$ cat src/rtl/div16_seq.sv
//------------------------------------------------------------------------------
// Module   : div16_seq
// Purpose  : Sequential unsigned restoring divider, one quotient bit per cycle.
// Revision : 1.0 - initial release
//------------------------------------------------------------------------------
`default_nettype none

module div16_seq #(
  parameter int WIDTH = 16
) (
  input  logic             clk,
  input  logic             rst_n,
  input  logic             start,
  input  logic [WIDTH-1:0] dividend,
  input  logic [WIDTH-1:0] divisor,
  output logic             ready,
  output logic             done,
  output logic [WIDTH-1:0] quotient,
  output logic [WIDTH-1:0] remainder,
  output logic             div_by_zero
);

  localparam int C_CNT_W = $clog2(WIDTH + 1);

  typedef enum logic [1:0] {
    S_IDLE = 2'd0,
    S_CALC = 2'd1,
    S_DONE = 2'd2
  } state_t;

  state_t               r_state;
  state_t               w_state_nxt;
  logic [WIDTH-1:0]     r_dvd;
  logic [WIDTH-1:0]     r_dvs;
  logic [WIDTH-1:0]     r_rem;
  logic [C_CNT_W-1:0]   r_cnt;

  logic                 w_accept;
  logic                 w_zero;
  logic                 w_last;
  logic                 w_qbit;
  logic [WIDTH:0]       w_shift;
  logic [WIDTH:0]       w_diff;
  logic [WIDTH-1:0]     w_rem_nxt;
  logic [WIDTH-1:0]     w_quo_nxt;

  assign w_accept = start && (r_state != S_CALC);
  assign w_zero   = (divisor == '0);
  assign w_last   = (r_cnt == C_CNT_W'(1));

  // The partial remainder is always below the divisor, so the borrow out of
  // the WIDTH+1-bit subtraction alone tells whether the divisor fits.
  always_comb begin
    w_shift   = {r_rem, r_dvd[WIDTH-1]};
    w_diff    = w_shift - {1'b0, r_dvs};
    w_qbit    = ~w_diff[WIDTH];
    w_rem_nxt = w_qbit ? w_diff[WIDTH-1:0] : w_shift[WIDTH-1:0];
    w_quo_nxt = {r_dvd[WIDTH-2:0], w_qbit};
  end

  always_ff @(posedge clk or negedge rst_n) begin
    if (!rst_n) begin
      r_state <= S_IDLE;
    end else begin
      r_state <= w_state_nxt;
    end
  end

  always_comb begin
    w_state_nxt = r_state;
    ready       = (r_state != S_CALC);
    done        = (r_state == S_DONE);
    case (r_state)
      S_IDLE, S_DONE: begin
        if (start) begin
          w_state_nxt = w_zero ? S_DONE : S_CALC;
        end else begin
          w_state_nxt = S_IDLE;
        end
      end
      S_CALC: begin
        if (w_last) begin
          w_state_nxt = S_DONE;
        end
      end
      default: w_state_nxt = S_IDLE;
    endcase
  end

  // Quotient bits are shifted into the low end of the dividend register as
  // its high bits are consumed.
  always_ff @(posedge clk or negedge rst_n) begin
    if (!rst_n) begin
      r_dvd       <= '0;
      r_dvs       <= '0;
      r_rem       <= '0;
      r_cnt       <= '0;
      quotient    <= '0;
      remainder   <= '0;
      div_by_zero <= 1'b0;
    end else if (w_accept) begin
      if (w_zero) begin
        quotient    <= '1;
        remainder   <= dividend;
        div_by_zero <= 1'b1;
        r_cnt       <= '0;
      end else begin
        r_dvd <= dividend;
        r_dvs <= divisor;
        r_rem <= '0;
        r_cnt <= C_CNT_W'(WIDTH);
      end
    end else if (r_state == S_CALC) begin
      r_dvd <= w_quo_nxt;
      r_rem <= w_rem_nxt;
      r_cnt <= r_cnt - C_CNT_W'(1);
      if (w_last) begin
        quotient    <= w_quo_nxt;
        remainder   <= w_rem_nxt;
        div_by_zero <= 1'b0;
      end
    end
  end

endmodule

`default_nettype wire

$ cat config.mk
export PLATFORM = sky130hd
export DESIGN_NAME = div16_seq
export DESIGN_NICKNAME = d
export VERILOG_FILES = /design/src/rtl/div16_seq.sv
export SDC_FILE = /design/constraint.sdc
export NUM_CORES = 1
export LEC_CHECK = 0
export CORE_MARGIN = 4
export CORE_UTILIZATION = 50
export CTS_CLUSTER_SIZE = 25
export DETAILED_ROUTE_END_ITERATION = 7
export GPL_TIMING_DRIVEN = 0
export HOLD_SLACK_MARGIN = 0.12
export MAX_ROUTING_LAYER = met4
export PLACE_DENSITY = 0.74
export SETUP_SLACK_MARGIN = 0.15
export SLEW_MARGIN = 20
export SYNTH_ARGS = -nofsm -noshare
export SYNTH_HDL_FRONTEND = slang
export SYNTH_SLANG_ARGS = --single-unit
$ cat constraint.sdc
create_clock -name clk -period 3.35 [get_ports clk]
set_input_delay 0.335 -clock clk [delete_from_list [all_inputs] [get_ports clk]]
set_output_delay 0.335 -clock clk [all_outputs]
set_load 0.1 [all_outputs]
==> flow_summary.toml <==
[yosys]
syn_area_per_cell_sq_um = 9.516
synth_edf_count = 0
netlist.area_leader.share_pct = 45.20
yosysSeqAreaShare_pct = 45.20
synth_area_sq_um = 4872
ys_warn_count = 0
synth_area_leaders = "dfrtp_1 (45%), nand2_1 (5.9%), mux2i_1 (5.8%)"
synthFlopType = "dfrtp_1"
ys_types = 54
ys_ff_latch = 88
yosys.area.top_type = "dfrtp_1"
syn-num-nets = 566
synthCells = 512
synthArstFlopShare_pct = 100.0

[floorplan]
num_rows = 35
coreArea_sq_um = 9371
die_h_um = 106.7
fp.dieW_um = 106.7
die_area_sq_um = 11390
start_util_pct = 51.99
io_pins = 70

[global_route]
grtUsageTotal_pct = 22.28
grt_first_pass_wirelength_mm = 19.68
grt_pass1_vias = 3947
grt_max_degree = 46
gr-total-overflow = 0
antenna_found_initial = 0

[timing]
finalHoldViolations = 0
clock.fmax_ghz = 0.3289
worst_slack_ns = 0.3094
tightest_slew_ns = 0.9839
finClkSkew_ns = 0.01487
slew-limit-headroom_pct = 34.20
grt_setup_unrepaired = "no"
setup_viol = 0
finalCritPeriodShare_pct = 90.77
slew_violations = 0
finalCriticalPeriod_ns = 3.041

[detailed_routing]
routed_via_density = 5.632
vias = 4100
drt.antenna.violating_nets = 0
drt-total-wl_mm = 11.78
drcViolationCount = 0
dr.pass1.iters = 4
wl_per_cell_um = 16.18
first_iter_violations = 239

[clock_tree]
htreeDepth = 3
clock-sinks = 88
cts_made_buffers = 9
clkTransAtPathRegs_ns = 0.09
clk_latency_ns = 0.38
clock_path_buffers = 2
cts_root_buf = "clkbuf_8"
tritoncts = "yes"

[worst_setup_path]
end_kind = "output pin"
cpPeakStageDelay_ns = 0.63
critical_path.max_fanout = 10
cp_top_family = "buffers and inverters"
rrSetupSlack_ns = 0.40
cp_slowest_cell = "clkdlybuf4s15_2"
crit_type = "reg2out"
cp.depth = 6
cp-start-kind = "flop"
arrival_ns = 2.71
r2r_cells = 11
critPathBufInv = 5
reg2reg_to = "remainder[8]$_DFFE_PN0P_"
path_cells = "nor2b_1, buf_2, inv_2, clkbuf_1, clkbuf_1, clkdlybuf4s15_2"
startpoint = "r_state[0]$_DFFE_PN0P_"
required_ns = 3.01
r2r-start = "r_dvd[15]$_DFFE_PN0P_"
crit_end = "ready"
cpMostUsedCell = "clkbuf_1"

[run]
timing.max_cap.violations = 0

[placement]
dp_hpwl_mm = 9.113
preCtsSetupSlack_ns = 0.1671
dp_cells = 711
gp_congestion = 0.8999
numPortBuffers = 69

[finish]
diodes = 0
final_layout_size_suffix_gt1_share_pct = 9.850
final_net_count = 648
instances_no_fill = 728
syn_to_final_growth_pct = 22.24

[worst_hold_path]
hp-class = "reg2reg"

[status]
status = "finished, final reports clean"
[per-layer routing]
layer | vias up | share of wire [%] | global-route usage [%]
met4 | 0 | 1.9 | 7.763
met5 | - | 0 | -
met3 | 21 | 5.9 | 3.672
met2 | 132 | 48 | 35.16
met1 | 1971 | 44 | 29.35
li1 | 1976 | - | -
[state kept, by name (all words and copies together), names as in the netlist]
signal / count
r_state: 2
r_cnt: 5
div_by_zero: 1
quotient: 16
r_rem: 16
r_dvd: 16
remainder: 16
r_dvs: 16
[final cells by class]
type	instances	area [sq um]
inverters	24	90.09
plain buffers	25	135.1
flip-flops and latches	88	2202
fillers	829	3416
clock buffers	10	127.6
well taps	129	161.4
repair buffers	71	726.9
multi-input cells	375	2445
clock inverters	6	67.56
[logic make-up (layout without fill, tap and decap cells)]
logic type,after synthesis,after routing,share of synthesized area (%)
XOR/XNOR,12,12,2.157
multiplexers,46,46,10.07
AO/OA/AOI/OAI,143,143,17.98
adder cells (fa/ha/maj),19,19,5.033
AND/OR/NAND/NOR,155,155,14.95
buffers and inverters,49,136,4.622
flip-flops,88,88,45.20
[repair_timing]
| action | in CTS | in global routing |
|---|---|---|
| buffers inserted | 0 | 0 |
| endpoints found under the setup margin | 1 | 0 |
| hold buffers | 1 | 0 |
| hold endpoints to repair | 44 | 0 |
| gates resized for setup | 3 | 0 |
[worst min path at each step]
| stage | slack, ns | end | start | cells after the start |
|---|---|---|---|---|
| 4_1_cts | 0.49 | div_by_zero$_DFFE_PN0P_ | div_by_zero$_DFFE_PN0P_ | 2 |
| 3_3_place_gp | 0.46 | div_by_zero$_DFFE_PN0P_ | div_by_zero$_DFFE_PN0P_ | 2 |
| 2_1_floorplan | 0.04 | div_by_zero$_DFFE_PN0P_ | rst_n | 0 |
| 3_5_place_dp | 0.38 | quotient[5]$_DFFE_PN0P_ | rst_n | 1 |
| 6_report | 0.48 | div_by_zero$_DFFE_PN0P_ | div_by_zero$_DFFE_PN0P_ | 2 |
| 5_1_grt | 0.53 | quotient[5]$_DFFE_PN0P_ | quotient[5]$_DFFE_PN0P_ | 2 |
[synth_stat cells (5+ instances only)]
| library cell | instances |
|---|---|
| dfrtp_1 | 88 |
| nand2_1 | 77 |
| o21ai_0 | 44 |
| o21ai_1 | 36 |
| mux2i_1 | 28 |
| nand3_1 | 27 |
| inv_1 | 23 |
| nor2_1 | 19 |
| ha_1 | 18 |
| a22oi_1 | 17 |
| mux2_2 | 16 |
| clkbuf_1 | 15 |
| a21oi_1 | 13 |
| nand2b_1 | 8 |
| xnor2_1 | 7 |
| buf_2 | 6 |
| o21bai_1 | 5 |
| xor2_1 | 5 |
[stage by stage]
| step | utilization [%] | area (sq um) | setup TNS [ns] | hold WS [ns] |
|---|---|---|---|---|
| final | 63.55 | 5956 | 0 | 0.4836 |
| after global routing | 63.55 | 5956 | 0 | 0.5257 |
| after detailed placement | 61.35 | 5749 | 0 | 0.3773 |
| after floorplan | - | 4872 | 0 | 0.03941 |
| after global placement | 61.08 | 5724 | -107.37 | 0.4605 |
| after CTS | 63.55 | 5956 | 0 | 0.4860 |
[cells in the final DEF (no fill, tap or decap), drive strengths merged, types with 5 or more instances in the layout]
cell / count
a21oi: 17
a22oi: 17
clkbuf: 25
nand3: 28
clkdlybuf4s50: 67
mux2: 18
buf: 12
o21ai: 81
mux2i: 28
nand2: 77
nor2: 20
o211ai: 5
xor2: 5
o21bai: 5
ha: 18
dfrtp: 88
xnor2: 7
inv: 26
nand2b: 8
[worst min-delay path, delay by kind of cell (launching register included)]
kind | cells | cell delay [ns]
flops | 1 | 0.35
simple gates | 2 | 0.11
Power is not shown: default switching activity piles up to over one toggle a cycle in this logic, so the estimate is an artifact.
